<file path="src/rtl/reg_bank_wb_if.sv">
// reg_bank_wb_if
//   Bus bundle between the write decoder / CPU datapath and the register bank.
//   Write side : wr_en, sel0..sel7 (one-hot), wr_data, clr_err
//   Read side  : rd_add_a/rd_add_b -> rd_data_a/rd_data_b (combinational)
//   Status     : wb_busy (pending write in holding stage), wr_err (sticky)
//   Modports   : master drives requests/addresses, slave is the register bank.
interface reg_bank_wb_if #(
    parameter int unsigned WIDTH = 8
);
    logic             wr_en;
    logic             sel0, sel1, sel2, sel3, sel4, sel5, sel6, sel7;
    logic [WIDTH-1:0] wr_data;
    logic [2:0]       rd_add_a;
    logic [2:0]       rd_add_b;
    logic             clr_err;
    logic [WIDTH-1:0] rd_data_a;
    logic [WIDTH-1:0] rd_data_b;
    logic             wb_busy;
    logic             wr_err;

    modport master (
        output wr_en, sel0, sel1, sel2, sel3, sel4, sel5, sel6, sel7,
        output wr_data, rd_add_a, rd_add_b, clr_err,
        input  rd_data_a, rd_data_b, wb_busy, wr_err
    );

    modport slave (
        input  wr_en, sel0, sel1, sel2, sel3, sel4, sel5, sel6, sel7,
        input  wr_data, rd_add_a, rd_add_b, clr_err,
        output rd_data_a, rd_data_b, wb_busy, wr_err
    );
endinterface

</file>
<file path="src/rtl/reg_bank_wb.sv">
// reg_bank_wb
//   8-entry register bank fed by the write decoder's one-hot selects. Each
//   accepted write is captured into a one-entry holding stage and committed to
//   the array on the following edge; both read ports forward from that stage.
//   Writes whose select is not exactly one-hot are dropped and flagged on the
//   sticky wr_err.
// Ports
//   clk    : system clock, rising edge
//   rst_n  : asynchronous active-low reset
//   bus    : reg_bank_wb_if.slave (write request, read ports, status)
module reg_bank_wb #(
    parameter int unsigned      WIDTH     = 8,
    parameter logic [WIDTH-1:0] RESET_VAL = '0
) (
    input logic          clk,
    input logic          rst_n,
    reg_bank_wb_if.slave bus
);

    logic [WIDTH-1:0] regs [8];
    logic             wb_valid;
    logic [2:0]       wb_idx;
    logic [WIDTH-1:0] wb_data;
    logic             wr_err_q;

    logic [7:0]       sel;
    logic             sel_ok;
    logic [2:0]       idx;
    logic             capture;
    logic             bad_write;

    // One-hot check: non-zero and no more than one bit set.
    always_comb begin
        sel     = {bus.sel7, bus.sel6, bus.sel5, bus.sel4,
                   bus.sel3, bus.sel2, bus.sel1, bus.sel0};
        sel_ok  = (sel != '0) && ((sel & (sel - 8'd1)) == '0);
        idx     = '0;
        for (int unsigned i = 0; i < 8; i++) begin
            if (sel[i]) begin
                idx = 3'(i);
            end
        end
        capture   = bus.wr_en && sel_ok;
        bad_write = bus.wr_en && !sel_ok;
    end

    always_ff @(posedge clk or negedge rst_n) begin
        if (!rst_n) begin
            for (int unsigned i = 0; i < 8; i++) begin
                regs[i] <= RESET_VAL;
            end
            wb_valid <= 1'b0;
            wb_idx   <= '0;
            wb_data  <= '0;
            wr_err_q <= 1'b0;
        end else begin
            // Commit of the pending write and capture of the next one share
            // an edge, giving one write per cycle without stalling.
            if (wb_valid) begin
                regs[wb_idx] <= wb_data;
            end
            if (capture) begin
                wb_valid <= 1'b1;
                wb_idx   <= idx;
                wb_data  <= bus.wr_data;
            end else begin
                wb_valid <= 1'b0;
            end
            // Set has priority over clear.
            if (bad_write) begin
                wr_err_q <= 1'b1;
            end else if (bus.clr_err) begin
                wr_err_q <= 1'b0;
            end
        end
    end

    // Reads bypass from the holding stage; current-cycle wr_data is not forwarded.
    always_comb begin
        bus.rd_data_a = (wb_valid && (wb_idx == bus.rd_add_a)) ? wb_data : regs[bus.rd_add_a];
        bus.rd_data_b = (wb_valid && (wb_idx == bus.rd_add_b)) ? wb_data : regs[bus.rd_add_b];
        bus.wb_busy   = wb_valid;
        bus.wr_err    = wr_err_q;
    end

endmodule
</file>
<file path="src/flat_wrapper.sv">
// flat-port wrapper written by rule: the top's interface ports become plain ports
module reg_bank_wb_flat 
#(
    parameter int unsigned      WIDTH     = 8,
    parameter logic [WIDTH-1:0] RESET_VAL = '0
)
  (clk, rst_n, bus_wr_en, bus_sel0, bus_sel1, bus_sel2, bus_sel3, bus_sel4, bus_sel5, bus_sel6, bus_sel7, bus_wr_data, bus_rd_add_a, bus_rd_add_b, bus_clr_err, bus_rd_data_a, bus_rd_data_b, bus_wb_busy, bus_wr_err);
  reg_bank_wb_if #(.WIDTH(WIDTH)) bus_i ();
  input logic clk;
  input logic rst_n;
  input wire logic [$bits(bus_i.wr_en)-1:0] bus_wr_en;
  input wire logic [$bits(bus_i.sel0)-1:0] bus_sel0;
  input wire logic [$bits(bus_i.sel1)-1:0] bus_sel1;
  input wire logic [$bits(bus_i.sel2)-1:0] bus_sel2;
  input wire logic [$bits(bus_i.sel3)-1:0] bus_sel3;
  input wire logic [$bits(bus_i.sel4)-1:0] bus_sel4;
  input wire logic [$bits(bus_i.sel5)-1:0] bus_sel5;
  input wire logic [$bits(bus_i.sel6)-1:0] bus_sel6;
  input wire logic [$bits(bus_i.sel7)-1:0] bus_sel7;
  input wire logic [$bits(bus_i.wr_data)-1:0] bus_wr_data;
  input wire logic [$bits(bus_i.rd_add_a)-1:0] bus_rd_add_a;
  input wire logic [$bits(bus_i.rd_add_b)-1:0] bus_rd_add_b;
  input wire logic [$bits(bus_i.clr_err)-1:0] bus_clr_err;
  output wire logic [$bits(bus_i.rd_data_a)-1:0] bus_rd_data_a;
  output wire logic [$bits(bus_i.rd_data_b)-1:0] bus_rd_data_b;
  output wire logic [$bits(bus_i.wb_busy)-1:0] bus_wb_busy;
  output wire logic [$bits(bus_i.wr_err)-1:0] bus_wr_err;
  assign bus_i.wr_en = bus_wr_en;
  assign bus_i.sel0 = bus_sel0;
  assign bus_i.sel1 = bus_sel1;
  assign bus_i.sel2 = bus_sel2;
  assign bus_i.sel3 = bus_sel3;
  assign bus_i.sel4 = bus_sel4;
  assign bus_i.sel5 = bus_sel5;
  assign bus_i.sel6 = bus_sel6;
  assign bus_i.sel7 = bus_sel7;
  assign bus_i.wr_data = bus_wr_data;
  assign bus_i.rd_add_a = bus_rd_add_a;
  assign bus_i.rd_add_b = bus_rd_add_b;
  assign bus_i.clr_err = bus_clr_err;
  assign bus_rd_data_a = bus_i.rd_data_a;
  assign bus_rd_data_b = bus_i.rd_data_b;
  assign bus_wb_busy = bus_i.wb_busy;
  assign bus_wr_err = bus_i.wr_err;
  reg_bank_wb #(.WIDTH(WIDTH), .RESET_VAL(RESET_VAL)) u_core (.clk(clk), .rst_n(rst_n), .bus(bus_i));
endmodule
</file>
<file path="config.mk">
export PLATFORM = sky130hd
export DESIGN_NAME = reg_bank_wb_flat
export DESIGN_NICKNAME = d
export VERILOG_FILES = /design/src/rtl/reg_bank_wb_if.sv /design/src/rtl/reg_bank_wb.sv /design/src/flat_wrapper.sv
export SDC_FILE = /design/constraint.sdc
export NUM_CORES = 1
export LEC_CHECK = 0
export CAP_MARGIN = 5
export CORE_MARGIN = 4
export CORE_UTILIZATION = 30
export CTS_CLUSTER_SIZE = 30
export DETAILED_ROUTE_END_ITERATION = 8
export GPL_TIMING_DRIVEN = 0
export PLACE_DENSITY = 0.6
export SYNTH_ARGS = -nofsm -noshare
export SYNTH_HDL_FRONTEND = slang
export SYNTH_SLANG_ARGS = --single-unit
</file>
<file path="constraint.sdc">
create_clock -name clk -period 1.9 [get_ports clk]
set_clock_uncertainty 0.2 [all_clocks]
set_input_delay 0.19 -clock clk [delete_from_list [all_inputs] [get_ports clk]]
set_output_delay 0.19 -clock clk [all_outputs]
set_load 0.01 [all_outputs]
</file>
# Yosys cells after proc, flatten, opt, wreduce, memory -nomap -nowiden
# Index checks and enable logic that the tools add are counted.
# totals
word_cells	54
input_bits	26
out_inout_bits	18
ff_bits	77
# classes
bitwise_logic	4
reduce_logical	10
eq_ne	2
muxes	21
addsub	1
n_lt_le_gt_ge	4
# ops
operator	count
$bwmux W64	1
$mux W8	7
$bmux W8 S3	2
$demux W8 S3	1
$mux W3	6
$ge A4 B4 Y1 const B	3
$not A3 Y4	3
$and A8 B8 Y8	1
$logic_not A8 Y1	1
$reduce_bool A8 Y1	1
$sub A8 B1 Y8 const B	1
$eq A3 B3 Y1	2
$logic_and A1 B1 Y1	6
$lt A4 B1 Y1 const B	1
$mux W1	4
$reduce_bool A2 Y1	1
$logic_not A1 Y1	1

# Longest topological paths before layout
# depth
ltp_word	7
mapped_depth	7
depth_no_buf	5

# Worst setup path after synthesis
# No wires, ideal clock.
# synth_timing
path_type	input port to flip-flop
start	in bus_sel2
end	reg u_core.wb_data[4]
path_slack_ps	-171
n_path_buf	1
cell_stages	5
t_arrival_ps	1746
setup_time_ps	125
cell_sequence	or4_1 a211o_1 a31oi_4 buf_8 mux2_4
# synth_between
elab_chain_cells	5
elab_cells_between_ends	6
classes_between	add/sub: 1; bitwise: 1; reduce/logical: 4
# synth_lines
item	line_no	text
from (decl)	flat_wrapper.sv:14	input wire logic [$bits(bus_i.sel2)-1:0] bus_sel2;
$sub A8 B1 Y8	reg_bank_wb.sv:36	sel_ok = (sel != '0) && ((sel & (sel - 8'd1)) == '0);
$and A8 B8 Y8	reg_bank_wb.sv:36	
$logic_not A8 Y1	reg_bank_wb.sv:36	
$logic_and A1 B1 Y1 *	reg_bank_wb.sv:36	
$logic_and A1 B1 Y1 *	reg_bank_wb.sv:43	capture = bus.wr_en && sel_ok;
named net u_core.capture	reg_bank_wb.sv:29	logic capture;
to (signal assigned)	reg_bank_wb.sv:65	wb_data <= bus.wr_data;
to (decl)	reg_bank_wb.sv:23	logic [WIDTH-1:0] wb_data;
# The timed path passes the listed nets; every way through them passes the cells marked *.
# A chain may end at the register's enable or synchronous reset.

# Final worst setup path
# layout_timing
start	reg u_core.wb_idx[0]
end	out bus_rd_data_b[1]
# layout_between
elab_chain_cells	3
# layout_lines
item	line_no	text
from (decl)	reg_bank_wb.sv:22	logic [2:0] wb_idx;
from (signal assigned)	reg_bank_wb.sv:64	wb_idx <= idx;
$eq A3 B3 Y1	reg_bank_wb.sv:81	bus.rd_data_b = (wb_valid && (wb_idx == bus.rd_add_b)) ? wb_data : regs[bus.rd_add_b];
$logic_and A1 B1 Y1	reg_bank_wb.sv:81	
$mux W8	reg_bank_wb.sv:81	
to (decl)	flat_wrapper.sv:25	output wire logic [$bits(bus_i.rd_data_b)-1:0] bus_rd_data_b;
# Every way passes these cells.

==> impl_metrics.tcl <==
set metrics [dict create \
    place_congestion 0.740 \
    io_pins 44 \
    grt_max_degree 65 \
    synth_area_um2 4240 \
    layout-drive-gt1-share_pct 58.1 \
    end_kind "primary output" \
    yosysSeqAreaShare_pct 45.4 \
    routed_wl_um 11800 \
    portBuffers 37 \
    postRouteAntennaNets 0 \
    critical_path_required_ns 1.51 \
    h-tree-depth 3 \
    syn_inst 302 \
    finalSetupViolations 16 \
    clkLatencyLatePin_ns 0.33 \
    p_per_area_nw_per_um2 860 \
    avgRoutedWirePerCell_um 20.7 \
    dieHeight_um 127 \
    crit_fanout 5 \
    fp.dieArea_um2 16100 \
    cts_root_buf "clkbuf_16" \
    synth_seq_cells 77 \
    grt_first_pass_wirelength_um 18600 \
    area_delta_synth_final_pct 35.0 \
    postSynthAreaPerCell_um2 14.0 \
    grt_pass1_vias 3274 \
    status "finished with violations" \
    cp_data_arrival_time_ns 1.85 \
    violations "setup timing" \
    place_hpwl_um 7250 \
    clkSinkCount 77 \
    drtIter0Drc 199 \
    antenna_found_initial 0 \
    clock_path_buffers 2 \
    drv_cap 0 \
    start_util_pct 30.6 \
    n_antenna_cell 0 \
    yosysWarnings 0 \
    vias 3000 \
    maxSlewHeadroom_pct 65.2 \
    setup_ws_ns -0.339 \
    cts_tree "done" \
    grt.overflow.total 0 \
    rows 43 \
    die_x_um 127 \
    via_per_inst 5.29 \
    rsz0062_at_grt "true" \
    finalCriticalPeriod_ns 2.24 \
    whs_ns 0.0656 \
    ys_types 33 \
    tightest_slew_ns 0.522 \
    first_pass_iters 4 \
    worstSetupPathType "flop to primary output" \
    cts_made_buffers 9 \
    power.leakage_nw 2.60 \
    hold_violations 0 \
    coreArea_um2 13900 \
    period_share_pct 118 \
    path_clk_slew_ns 0.06 \
    drv_slew 0 \
    max_freq_mhz 447 \
    peakVddDrop_uv 410 \
    fillers 1315 \
    critPathLaunchType "flop" \
    drcViolationCount 0 \
    pre_cts_ws_ns -1.31 \
    fin_nets 410 \
    syn_nets 328 \
    grt.total_usage_pct 15.3 \
    hold_class "primary input to async pin" \
]
[worst max-delay path, stage by stage, from the launching register on]
cell and delay (ns):
dfrtp_2 0.45, xnor2_1 0.21, nand4_1 0.15, buf_6 0.17, buf_8 0.14, buf_6 0.12
a21oi_4 0.15, buf_6 0.12
[cells in the final DEF (no fill, tap or decap), types with 4 or more instances in the layout]
cell / Yosys / layout
mux2_2: 69 / 69
clkdlybuf4s50_1: 0 / 12
dfrtp_1: 77 / 75
mux2i_1: 16 / 16
a21oi_1: 18 / 5
nor2_4: 0 / 6
mux4_2: 32 / 32
buf_6: 0 / 17
buf_4: 0 / 27
clkbuf_1: 13 / 8
buf_2: 9 / 14
clkbuf_16: 0 / 9
a21oi_4: 0 / 5
nor2_1: 22 / 14
clkbuf_2: 0 / 6
inv_1: 4 / 4
a21oi_2: 0 / 8
[routing by layer]
layer  vias up  global-route usage, %  share of wire (%)
li1       1321                      -                  -
met1      1568                   18.9                 41
met2        85                   26.0                 52
met3        26                   3.58                5.0
met4         0                   5.99                2.3
met5         -                      0                  0
[synth_stat cells]
cell type / instances / area (um^2)
a211o_1: 2 / 17.5
a211o_2: 1 / 10.0
a21oi_1: 18 / 90.1
a31oi_2: 2 / 25.0
a31oi_4: 1 / 21.3
buf_1: 2 / 7.51
buf_2: 9 / 45.0
buf_8: 1 / 15.0
clkbuf_1: 13 / 48.8
dfrtp_1: 77 / 1930
inv_1: 4 / 15.0
mux2_2: 69 / 777
mux2_4: 3 / 45.0
mux2i_1: 16 / 160
mux4_2: 32 / 721
nand2_1: 1 / 3.75
nand2b_1: 1 / 6.26
nand3_1: 1 / 5.00
nand4_1: 3 / 18.8
nand4b_1: 3 / 26.3
nor2_1: 22 / 82.6
nor2b_1: 2 / 12.5
nor3_2: 2 / 20.0
nor3b_2: 2 / 25.0
nor4_1: 1 / 6.26
nor4b_1: 2 / 17.5
o211ai_1: 1 / 7.51
o21ai_0: 1 / 5.00
o21bai_1: 1 / 7.51
o22ai_1: 1 / 6.26
or3_1: 1 / 6.26
or4_1: 1 / 7.51
xnor2_1: 6 / 52.6
[final timing paths]
check	start	endpoint	slack [ns]	depth (start not counted)
min in group clk	bus_sel5	u_core.wb_idx[1]$_DFFE_PN0P_	0.08	3
worst min register to register	u_core.wb_data[2]$_DFFE_PN0P_	u_core.regs[26]$_DFFE_PN0P_	0.31	1
max in group asynchronous	rst_n	u_core.regs[43]$_DFFE_PN0P_	0.83	3
worst max register to register	u_core.wb_idx[0]$_DFFE_PN0P_	u_core.regs[25]$_DFFE_PN0P_	0.02	4
worst min-delay path	rst_n	u_core.wb_data[7]$_DFFE_PN0P_	0.07	2
worst max-delay path	u_core.wb_idx[0]$_DFFE_PN0P_	bus_rd_data_b[1]	-0.34	7
[cells by family (layout without fill, tap and decap cells)]
logic type	after synthesis	in the layout	share of synthesized area [%]
multiplexers	120	120	40.1
flip-flops	77	77	45.4
AND/OR/NAND/NOR	42	42	5.61
buffers and inverters	29	114	3.10
AO/OA/AOI/OAI	28	28	4.48
XOR/XNOR	6	6	1.24
[registers in the layout (all words and copies together) (netlist names)]
name,flops
u_core.regs,64
u_core.wb_data,8
u_core.wb_idx,3
u_core.bus.wb_busy,1
u_core.bus.wr_err,1
[layout make-up]
type                            count  area (um^2)  share of cell area, %
Multi-Input combinational cell    196         2400                   41.9
Sequential cell                    77         1930                   33.7
Timing Repair Buffer               73          652                   11.4
Clock buffer                       10          239                   4.17
Tap cell                          180          225                   3.93
Buffer                             23          168                   2.93
Clock inverter                      4         97.6                   1.70
Inverter                            4         15.0                  0.262
[where the power goes]
part	switching (W)	internal [W]
sequential	0.000116	0.00180
combinational	0.000513	0.000534
clock	0.000661	0.00130
[timing repair]
item	4_1_cts	5_1_grt
hold buffers	1	0
pin swaps	17	9
cloned	1	0
endpoints found under the hold margin	77	0
setup endpoints to repair	93	52
buffers inserted	32	1
resized for setup	134	30
[stage by stage]
| step | power, W | utilization [%] | cells | TNS (ns) | area [um^2] |
|---|---|---|---|---|---|
| finish | 0.00493 | 41.3 | 567 | -4.02 | 5730 |
| detailed placement | 0.00279 | 35.1 | 520 | -46.95 | 4870 |
| CTS | 0.00491 | 40.6 | 566 | -3.83 | 5640 |
| global placement | 0.00275 | 34.9 | 519 | -217.69 | 4850 |
| global route | 0.00512 | 41.3 | 567 | -5.31 | 5730 |
| floorplan | 0.00247 | - | 302 | -0.520 | 4250 |
Note: power is estimated with default switching activity, not from simulation.
